## src/rtl/parking_gate_ctrl_if.sv

```systemverilog
// Lane-side signal bundle for parking_gate_ctrl.
// master : lane/sensor side (drives requests, pass sensors, space flags;
//          observes pulses, barrier drives and status).
// slave  : the gate controller.
interface parking_gate_ctrl_if #(
    parameter int CNT_W = 8
);
    logic             entry_req;
    logic             entry_is_uni;
    logic             entry_pass;
    logic             exit_req;
    logic             exit_is_uni;
    logic             exit_pass;
    logic             uni_is_vacated_space;
    logic             is_vacated_space;

    logic             car_entered;
    logic             is_uni_car_entered;
    logic             car_exited;
    logic             is_uni_car_exited;
    logic             entry_barrier_open;
    logic             exit_barrier_open;
    logic             entry_busy;
    logic             exit_busy;
    logic             entry_denied;
    logic             entry_timeout;
    logic [CNT_W-1:0] denied_count;

    modport master (
        output entry_req, entry_is_uni, entry_pass,
        output exit_req, exit_is_uni, exit_pass,
        output uni_is_vacated_space, is_vacated_space,
        input  car_entered, is_uni_car_entered, car_exited, is_uni_car_exited,
        input  entry_barrier_open, exit_barrier_open, entry_busy, exit_busy,
        input  entry_denied, entry_timeout, denied_count
    );

    modport slave (
        input  entry_req, entry_is_uni, entry_pass,
        input  exit_req, exit_is_uni, exit_pass,
        input  uni_is_vacated_space, is_vacated_space,
        output car_entered, is_uni_car_entered, car_exited, is_uni_car_exited,
        output entry_barrier_open, exit_barrier_open, entry_busy, exit_busy,
        output entry_denied, entry_timeout, denied_count
    );
endinterface

```

## src/rtl/parking_gate_ctrl.sv

```systemverilog
// Entry/exit barrier controller feeding parking_logic.
// Each lane runs its own FSM; every output is a register (Moore).
//
// Ports:
//   clk   - system clock, rising edge
//   reset - asynchronous, active-high
//   bus   - parking_gate_ctrl_if.slave: lane requests, pass sensors and
//           space flags in; count pulses, car-type flags, barrier drives,
//           busy/deny/timeout status and saturating denied_count out.
//
// Entry FSM
//   state | meaning
//   IDLE  | waiting for entry_req, space checked against the car's class
//   OPEN  | barrier up, waiting for entry_pass or timeout
//   DENY  | one-cycle refusal (entry_denied pulse)
//   CLOSE | barrier held down CLOSE_CYCLES cycles
// Exit FSM
//   state | meaning
//   IDLE  | waiting for exit_req
//   OPEN  | barrier up, waiting for exit_pass or timeout
//   CLOSE | barrier held down CLOSE_CYCLES cycles
//
// CLOSE_CYCLES must be >= 2 so parking_logic's space flags have settled
// after a count before the next request is evaluated.
module parking_gate_ctrl #(
    parameter int TIMEOUT_CYCLES = 16,
    parameter int CLOSE_CYCLES   = 4,
    parameter int CNT_W          = 8
) (
    input logic              clk,
    input logic              reset,
    parking_gate_ctrl_if.slave bus
);

    localparam logic [CNT_W-1:0] OPEN_LAST  = CNT_W'(TIMEOUT_CYCLES - 1);
    localparam logic [CNT_W-1:0] CLOSE_LAST = CNT_W'(CLOSE_CYCLES - 1);

    typedef enum logic [1:0] {E_IDLE, E_OPEN, E_DENY, E_CLOSE} entry_state_t;
    typedef enum logic [1:0] {X_IDLE, X_OPEN, X_CLOSE} exit_state_t;

    entry_state_t     entry_state;
    logic [CNT_W-1:0] entry_timer;
    logic             entry_uni;
    logic             car_entered;
    logic             is_uni_car_entered;
    logic             entry_barrier_open;
    logic             entry_busy;
    logic             entry_denied;
    logic             entry_timeout;
    logic [CNT_W-1:0] denied_count;

    exit_state_t      exit_state;
    logic [CNT_W-1:0] exit_timer;
    logic             exit_uni;
    logic             car_exited;
    logic             is_uni_car_exited;
    logic             exit_barrier_open;
    logic             exit_busy;

    logic             space_ok;

    // Space flag matching the class of the car currently requesting.
    assign space_ok = bus.entry_is_uni ? bus.uni_is_vacated_space : bus.is_vacated_space;

    always_ff @(posedge clk or posedge reset) begin
        if (reset) begin
            entry_state        <= E_IDLE;
            entry_timer        <= '0;
            entry_uni          <= 1'b0;
            car_entered        <= 1'b0;
            is_uni_car_entered <= 1'b0;
            entry_barrier_open <= 1'b0;
            entry_busy         <= 1'b0;
            entry_denied       <= 1'b0;
            entry_timeout      <= 1'b0;
            denied_count       <= '0;
        end else begin
            car_entered        <= 1'b0;
            is_uni_car_entered <= 1'b0;
            entry_denied       <= 1'b0;
            entry_timeout      <= 1'b0;
            case (entry_state)
                E_IDLE: begin
                    if (bus.entry_req) begin
                        entry_uni   <= bus.entry_is_uni;
                        entry_timer <= '0;
                        entry_busy  <= 1'b1;
                        if (space_ok) begin
                            entry_state        <= E_OPEN;
                            entry_barrier_open <= 1'b1;
                        end else begin
                            entry_state  <= E_DENY;
                            entry_denied <= 1'b1;
                            if (~&denied_count)
                                denied_count <= denied_count + 1'b1;
                        end
                    end
                end
                E_OPEN: begin
                    // Pass is checked first so it wins over a simultaneous timeout.
                    if (bus.entry_pass) begin
                        entry_state        <= E_CLOSE;
                        entry_barrier_open <= 1'b0;
                        entry_timer        <= '0;
                        car_entered        <= 1'b1;
                        is_uni_car_entered <= entry_uni;
                    end else if (entry_timer == OPEN_LAST) begin
                        entry_state        <= E_CLOSE;
                        entry_barrier_open <= 1'b0;
                        entry_timer        <= '0;
                        entry_timeout      <= 1'b1;
                    end else begin
                        entry_timer <= entry_timer + 1'b1;
                    end
                end
                E_DENY: begin
                    entry_state <= E_CLOSE;
                    entry_timer <= '0;
                end
                E_CLOSE: begin
                    if (entry_timer == CLOSE_LAST) begin
                        entry_state <= E_IDLE;
                        entry_busy  <= 1'b0;
                    end else begin
                        entry_timer <= entry_timer + 1'b1;
                    end
                end
                default: begin
                    entry_state        <= E_IDLE;
                    entry_barrier_open <= 1'b0;
                    entry_busy         <= 1'b0;
                end
            endcase
        end
    end

    always_ff @(posedge clk or posedge reset) begin
        if (reset) begin
            exit_state        <= X_IDLE;
            exit_timer        <= '0;
            exit_uni          <= 1'b0;
            car_exited        <= 1'b0;
            is_uni_car_exited <= 1'b0;
            exit_barrier_open <= 1'b0;
            exit_busy         <= 1'b0;
        end else begin
            car_exited        <= 1'b0;
            is_uni_car_exited <= 1'b0;
            case (exit_state)
                X_IDLE: begin
                    if (bus.exit_req) begin
                        exit_uni          <= bus.exit_is_uni;
                        exit_timer        <= '0;
                        exit_busy         <= 1'b1;
                        exit_state        <= X_OPEN;
                        exit_barrier_open <= 1'b1;
                    end
                end
                X_OPEN: begin
                    if (bus.exit_pass) begin
                        exit_state        <= X_CLOSE;
                        exit_barrier_open <= 1'b0;
                        exit_timer        <= '0;
                        car_exited        <= 1'b1;
                        is_uni_car_exited <= exit_uni;
                    end else if (exit_timer == OPEN_LAST) begin
                        // Exit timeout is silent: the car is simply not counted.
                        exit_state        <= X_CLOSE;
                        exit_barrier_open <= 1'b0;
                        exit_timer        <= '0;
                    end else begin
                        exit_timer <= exit_timer + 1'b1;
                    end
                end
                X_CLOSE: begin
                    if (exit_timer == CLOSE_LAST) begin
                        exit_state <= X_IDLE;
                        exit_busy  <= 1'b0;
                    end else begin
                        exit_timer <= exit_timer + 1'b1;
                    end
                end
                default: begin
                    exit_state        <= X_IDLE;
                    exit_barrier_open <= 1'b0;
                    exit_busy         <= 1'b0;
                end
            endcase
        end
    end

    assign bus.car_entered        = car_entered;
    assign bus.is_uni_car_entered = is_uni_car_entered;
    assign bus.car_exited         = car_exited;
    assign bus.is_uni_car_exited  = is_uni_car_exited;
    assign bus.entry_barrier_open = entry_barrier_open;
    assign bus.exit_barrier_open  = exit_barrier_open;
    assign bus.entry_busy         = entry_busy;
    assign bus.exit_busy          = exit_busy;
    assign bus.entry_denied       = entry_denied;
    assign bus.entry_timeout      = entry_timeout;
    assign bus.denied_count       = denied_count;

endmodule

```

## src/flat_wrapper.sv

```systemverilog
// flat-port wrapper written by rule: the top's interface ports become plain ports
module parking_gate_ctrl_flat 
#(
    parameter int TIMEOUT_CYCLES = 16,
    parameter int CLOSE_CYCLES   = 4,
    parameter int CNT_W          = 8
)
  (clk, reset, bus_entry_req, bus_entry_is_uni, bus_entry_pass, bus_exit_req, bus_exit_is_uni, bus_exit_pass, bus_uni_is_vacated_space, bus_is_vacated_space, bus_car_entered, bus_is_uni_car_entered, bus_car_exited, bus_is_uni_car_exited, bus_entry_barrier_open, bus_exit_barrier_open, bus_entry_busy, bus_exit_busy, bus_entry_denied, bus_entry_timeout, bus_denied_count);
  parking_gate_ctrl_if #(.CNT_W(CNT_W)) bus_i ();
  input logic clk;
  input logic reset;
  input wire logic [$bits(bus_i.entry_req)-1:0] bus_entry_req;
  input wire logic [$bits(bus_i.entry_is_uni)-1:0] bus_entry_is_uni;
  input wire logic [$bits(bus_i.entry_pass)-1:0] bus_entry_pass;
  input wire logic [$bits(bus_i.exit_req)-1:0] bus_exit_req;
  input wire logic [$bits(bus_i.exit_is_uni)-1:0] bus_exit_is_uni;
  input wire logic [$bits(bus_i.exit_pass)-1:0] bus_exit_pass;
  input wire logic [$bits(bus_i.uni_is_vacated_space)-1:0] bus_uni_is_vacated_space;
  input wire logic [$bits(bus_i.is_vacated_space)-1:0] bus_is_vacated_space;
  output wire logic [$bits(bus_i.car_entered)-1:0] bus_car_entered;
  output wire logic [$bits(bus_i.is_uni_car_entered)-1:0] bus_is_uni_car_entered;
  output wire logic [$bits(bus_i.car_exited)-1:0] bus_car_exited;
  output wire logic [$bits(bus_i.is_uni_car_exited)-1:0] bus_is_uni_car_exited;
  output wire logic [$bits(bus_i.entry_barrier_open)-1:0] bus_entry_barrier_open;
  output wire logic [$bits(bus_i.exit_barrier_open)-1:0] bus_exit_barrier_open;
  output wire logic [$bits(bus_i.entry_busy)-1:0] bus_entry_busy;
  output wire logic [$bits(bus_i.exit_busy)-1:0] bus_exit_busy;
  output wire logic [$bits(bus_i.entry_denied)-1:0] bus_entry_denied;
  output wire logic [$bits(bus_i.entry_timeout)-1:0] bus_entry_timeout;
  output wire logic [$bits(bus_i.denied_count)-1:0] bus_denied_count;
  assign bus_i.entry_req = bus_entry_req;
  assign bus_i.entry_is_uni = bus_entry_is_uni;
  assign bus_i.entry_pass = bus_entry_pass;
  assign bus_i.exit_req = bus_exit_req;
  assign bus_i.exit_is_uni = bus_exit_is_uni;
  assign bus_i.exit_pass = bus_exit_pass;
  assign bus_i.uni_is_vacated_space = bus_uni_is_vacated_space;
  assign bus_i.is_vacated_space = bus_is_vacated_space;
  assign bus_car_entered = bus_i.car_entered;
  assign bus_is_uni_car_entered = bus_i.is_uni_car_entered;
  assign bus_car_exited = bus_i.car_exited;
  assign bus_is_uni_car_exited = bus_i.is_uni_car_exited;
  assign bus_entry_barrier_open = bus_i.entry_barrier_open;
  assign bus_exit_barrier_open = bus_i.exit_barrier_open;
  assign bus_entry_busy = bus_i.entry_busy;
  assign bus_exit_busy = bus_i.exit_busy;
  assign bus_entry_denied = bus_i.entry_denied;
  assign bus_entry_timeout = bus_i.entry_timeout;
  assign bus_denied_count = bus_i.denied_count;
  parking_gate_ctrl #(.TIMEOUT_CYCLES(TIMEOUT_CYCLES), .CLOSE_CYCLES(CLOSE_CYCLES), .CNT_W(CNT_W)) u_core (.clk(clk), .reset(reset), .bus(bus_i));
endmodule
```

## config.mk

```make
export PLATFORM = sky130hd
export DESIGN_NAME = parking_gate_ctrl_flat
export DESIGN_NICKNAME = d
export VERILOG_FILES = /design/src/rtl/parking_gate_ctrl_if.sv /design/src/rtl/parking_gate_ctrl.sv /design/src/flat_wrapper.sv
export SDC_FILE = /design/constraint.sdc
export NUM_CORES = 1
export LEC_CHECK = 0
export ABC_CLOCK_PERIOD_IN_PS = 2300
export BUFFER_PORTS_ARGS = -buffer_cell sky130_fd_sc_hd__buf_2
export CORE_MARGIN = 2
export CORE_UTILIZATION = 45
export DETAILED_ROUTE_END_ITERATION = 7
export MAX_ROUTING_LAYER = met4
export PLACE_DENSITY = 0.72
export SYNTH_ARGS = -nofsm -noshare
export SYNTH_HDL_FRONTEND = slang
export SYNTH_SLANG_ARGS = --single-unit
```

## constraint.sdc

```tcl
create_clock -name clk -period 2.3 [get_ports clk]
set_clock_uncertainty 0.1 [all_clocks]
set_input_delay 0.115 -clock clk [delete_from_list [all_inputs] [get_ports clk]]
set_output_delay 0.115 -clock clk [all_outputs]
set_load 0.02 [all_outputs]
```

# Yosys cells after proc, flatten, opt, wreduce, memory -nomap -nowiden
# Cells that the tools add are included.
[totals] regBits=40 output_inout_bits=18
[op_classes] add_sub_neg=3 n_eq_ne=18 n_mux=50 bitwise=4 reduce_logical=17
[ops] op="$mux W8" n=8
[ops] op="$pmux W8 S4" n=1
[ops] op="$mux W1" n=25
[ops] op="$add A8 B1 Y8 const B" n=3
[ops] op="$pmux W8 S3" n=1
[ops] op="$mux W2" n=9
[ops] op="$reduce_and A3 Y1" n=6
[ops] op="$eq A8 B2 Y1 const B" n=2
[ops] op="$eq A8 B4 Y1 const B" n=2
[ops] op="$ne A2 B2 Y1 const B" n=4
[ops] op="$pmux W2 S4" n=1
[ops] op="$reduce_and A4 Y1" n=2
[ops] op="$reduce_and A8 Y1" n=1
[ops] op="$eq A2 B2 Y1 const B" n=3
[ops] op="$ne A2 B1 Y1 const B" n=3
[ops] op="$ne A3 B2 Y1 const B" n=2
[ops] op="$pmux W1 S3" n=2
[ops] op="$pmux W2 S3" n=1
[ops] op="$reduce_and A2 Y1" n=3
[ops] op="$eq A2 B1 Y1 const B" n=2
[ops] op="$logic_not A2 Y1" n=2
[ops] op="$not A1 Y1" n=4
[ops] op="$pmux W1 S2" n=2
[ops] op="$reduce_bool A2 Y1" n=2
[ops] op="$reduce_bool A3 Y1" n=1

# Depth between registers and ports, before layout
[depth] ltp_word=4 depth_mapped=7 depth_no_buf=6

# Worst setup path after synthesis
# Ideal clock, no wire load.
[synth_timing] kind="register to register" startpoint="reg u_core.exit_timer[0]" endpoint="reg u_core.exit_timer[3]" setup_time_ns=0.126 arrival_ns=1.826 required_time_ns=2.074 setup_slack_ns=0.248 path_stages_with_launch=6 n_path_buf=0 cell_sequence="dfrtp_1 > ha_1 > or3b_2 > or3_4 > nor4b_4 > a221o_1"
[synth_between] elab_chain_len=4
[synth_lines] element="from (decl)" line_no="parking_gate_ctrl.sv:53" text="logic [CNT_W-1:0] exit_timer;"
[synth_lines] element="from (signal assigned)" line_no="parking_gate_ctrl.sv:172" text="exit_timer <= exit_timer + 1'b1;"
[synth_lines] element="from (signal assigned)" line_no="parking_gate_ctrl.sv:180" text="exit_timer <= exit_timer + 1'b1;"
[synth_lines] element="$add A8 B1 Y8 / $eq A8 B4 Y1 (equally long branches)" line_no="parking_gate_ctrl.sv:172, parking_gate_ctrl.sv:180, parking_gate_ctrl.sv:166"
[synth_lines] element="$mux W8" line_no="parking_gate_ctrl.sv:166" text="end else if (exit_timer == OPEN_LAST) begin"
[synth_lines] element="$mux W8" line_no="parking_gate_ctrl.sv:160" text="if (bus.exit_pass) begin"
[synth_lines] element="$pmux W8 S3" line_no="parking_gate_ctrl.sv:149" text="case (exit_state)"
# Several ways; a longest one is shown, not always the timed one. The select of a mux whose other input is x is not followed.
# A chain may end at the register's enable or synchronous reset.

# Worst setup path after layout
[layout_timing] startpoint="reg u_core.exit_timer[5]" endpoint="reg u_core.exit_timer[7]"
# Same word-level chain as after synthesis.

==> flow_metrics.tcl <==
set metrics [dict create \
    status "completed" \
    clk_path_buf_depth 2 \
    synth-edff-count 0 \
    cp_max_fo 6 \
    maxSlewHeadroom_pct 66.8 \
    fin_util_pct 55.1 \
    final_common_cell "dfrtp_1" \
    worst_slew_pin_slew_ps 497 \
    drt_iter0_markers 112 \
    max_stage_delay_ps 560 \
    grt_overflow 0 \
    yosysUniqueCellTypes 41 \
    required_ps 2380 \
    gp_congestion 0.876 \
    cp-start-kind "flip-flop" \
    num-fill-cells 406 \
    fin_crit_ps 2260 \
    ys_ff_latch 40 \
    p_leak_nw 1.18 \
    rr_startpoint "u_core.exit_timer[5]$_DFFE_PP0P_" \
    antenna_left 0 \
    drv_cap 0 \
    cts_max_level 2 \
    critPathKind "flip-flop to flip-flop" \
    totalWireLength_um 4090 \
    most-common-layout-cells "dfrtp_1 (39), buf_2 (27), nor2_1 (21)" \
    powerDensity_mw_per_mm2 1050 \
    finalMaxSlewViolations 0 \
    syn_to_final_growth_pct 19.7 \
    clkSinkCount 40 \
    fin_crit_sh_pct 98.1 \
    insertion_delay_ps 290 \
    start_util_pct 46.1 \
    grt_pass1_wl_um 6890 \
    numCtsBuffers 5 \
    port_buffers 27 \
    routedWlPerCell_um 13.1 \
    synth_seq_area_share_pct 46.9 \
    synthArstFlopShare_pct 100 \
    r2r-end "u_core.exit_timer[7]$_DFFE_PP0P_" \
    fin_area_mm2 0.00255 \
    grt_pass1_vias 1584 \
    cts_tree "done" \
    grt_start_max_net_pins 41 \
    cp_cell_sequence "or4_4 -> or3_4 -> nor4b_4 -> buf_4 -> a221o_1" \
    hold_ws_ps 71.2 \
    antenna_found_initial 0 \
    regArea_mm2 0.00100 \
    crit_arrival_ps 2330 \
    die_h_um 72.8 \
    hold_viol 0 \
    n_antenna_cell 0 \
    rr_worst_depth 5 \
    setup_slack_ps 44.1 \
    place_area_mm2 0.00234 \
    dp_slack_ps 100 \
    synthCells 215 \
    pin_count 28 \
    synth_nets 235 \
    cts_root_buffer "clkbuf_8" \
    cpLargestDelayFamily "simple AND/OR/NAND/NOR gates" \
    die_w_um 72.8 \
    layout.nets 276 \
    dp.final_hpwl_um 2770 \
    fmax_ghz 0.443 \
    setup_viol 0 \
    core-area_mm2 0.00463 \
    hold_end "u_core.bus.exit_barrier_open$_DFFE_PP0P_" \
    vias 1732 \
    row_count 25 \
    crit_buf_inv 1 \
    syn_area_mm2 0.00213 \
    drc 0 \
    layout-drive-gt1-share_pct 24.5 \
    viasPerCell 5.57 \
    first_pass_iters 4 \
    r2r_slack_ps 40 \
    multi_input_area_mm2 0.00110 \
    grt_use_total_pct 16.9 \
    critPathCaptureType "flip-flop" \
    die_area_mm2 0.00530 \
    syn_avg_cell_area_um2 9.92 \
    hp-start "bus_exit_req" \
    slowest_stage "or4_4" \
    whs_path_depth 3 \
    ys.flop_type "dfrtp_1" \
    ir_drop_mv 0.738 \
    path_clk_slew_ps 80 \
    hp-class "input pin to flip-flop" \
    yosysWarnings 0 \
]
how the worst max path moves through the flow:
stage / from / to / cells after the start
2_1_floorplan: u_core.exit_timer[0]$_DFFE_PP0P_ / u_core.exit_timer[3]$_DFFE_PP0P_ / 5
5_1_grt: u_core.exit_timer[5]$_DFFE_PP0P_ / u_core.exit_timer[5]$_DFFE_PP0P_ / 5
3_5_place_dp: u_core.exit_state[1]$_DFFE_PP0P_ / u_core.exit_timer[7]$_DFFE_PP0P_ / 6
6_report: u_core.exit_timer[5]$_DFFE_PP0P_ / u_core.exit_timer[7]$_DFFE_PP0P_ / 5
3_3_place_gp: u_core.exit_timer[0]$_DFFE_PP0P_ / u_core.exit_timer[3]$_DFFE_PP0P_ / 5
4_1_cts: u_core.exit_state[1]$_DFFE_PP0P_ / u_core.exit_timer[7]$_DFFE_PP0P_ / 6
power breakdown:
group	switching, mW	leakage [nW]	internal (mW)
Sequential	0.123	0.526	0.863
Clock	0.244	0.0541	0.321
Combinational	0.649	0.602	0.471
registers in the layout (all words and copies together) (netlist names):
signal                         flops
u_core.bus.car_exited              1
u_core.bus.is_uni_car_exited       1
u_core.bus.denied_count            8
u_core.bus.entry_barrier_open      1
u_core.bus.is_uni_car_entered      1
u_core.exit_state                  2
u_core.bus.entry_timeout           1
u_core.bus.entry_denied            1
u_core.entry_uni                   1
u_core.bus.entry_busy              1
u_core.entry_state                 2
u_core.exit_uni                    1
u_core.entry_timer                 8
u_core.bus.exit_busy               1
u_core.exit_timer                  8
u_core.bus.car_entered             1
u_core.bus.exit_barrier_open       1
timing repair:
item,4_1_cts,5_1_grt
hold buffers,5,0
setup endpoints to repair,0,7
buffers inserted,0,3
hold endpoints to repair,46,0
resized for setup,0,6
synthesized netlist by cell type, drive strengths merged, types with 4 or more instances:
master	n	share of area, %
ha	10	5.9
dfrtp	40	47
and3	4	1.2
xnor2	4	1.6
a21oi	9	2.1
inv	10	1.8
nand3	7	1.6
nand2	19	3.3
a221o	4	1.9
or3	6	2.0
mux2	11	5.8
o21ai	15	3.5
nor3	10	2.3
and2	4	1.2
nor2	21	3.7
nor2b	4	1.2
clkbuf	4	0.70
per-stage QoR:
step / TNS (ps) / instances / total power, mW
3_3_place_gp: 0 / 295 / 2.03
4_1_cts: 0 / 308 / 2.65
3_5_place_dp: 0 / 295 / 2.06
2_1_floorplan: 0 / 215 / 1.78
5_1_grt: -8.88 / 311 / 2.87
6_report: 0 / 311 / 2.67
logic make-up (layout without fill, tap and decap cells):
| kind of cell | count (synthesis) | in the layout | synth area share, % |
|---|---|---|---|
| buffers and inverters | 14 | 56 | 2.46 |
| adders and majority gates | 10 | 10 | 5.87 |
| xor gates and xnor gates | 7 | 7 | 2.88 |
| muxes | 11 | 11 | 5.81 |
| DFF | 40 | 40 | 46.9 |
| and+or+nand+nor | 89 | 89 | 22.4 |
| AOI/OAI and AO/OA | 44 | 44 | 13.7 |
worst min-delay path, delay by kind of cell:
| family | cells | cell delay, ps |
|---|---|---|
| AO/OA/AOI/OAI | 2 | 190 |
| buffers and inverters | 1 | 120 |
metal layers:
metal / up-vias / routed length [um] / global-route usage, %
li1: 857 / - / -
met1: 822 / 1910 / 21.7
met2: 49 / 1950 / 25.3
met3: 4 / 194 / 4.28
met4: 0 / 36 / 7.82
met5: - / 0 / -
cell type report:
| class | count | share of cell area [%] |
|---|---|---|
| inverters | 10 | 1.47 |
| well taps | 54 | 2.65 |
| clock inverters | 3 | 1.67 |
| clock buffers | 5 | 2.70 |
| repair buffers | 38 | 9.02 |
| flip-flops and latches | 40 | 39.3 |
| multi-input cells | 161 | 43.2 |
Note: power is estimated with default switching activity, not from simulation.
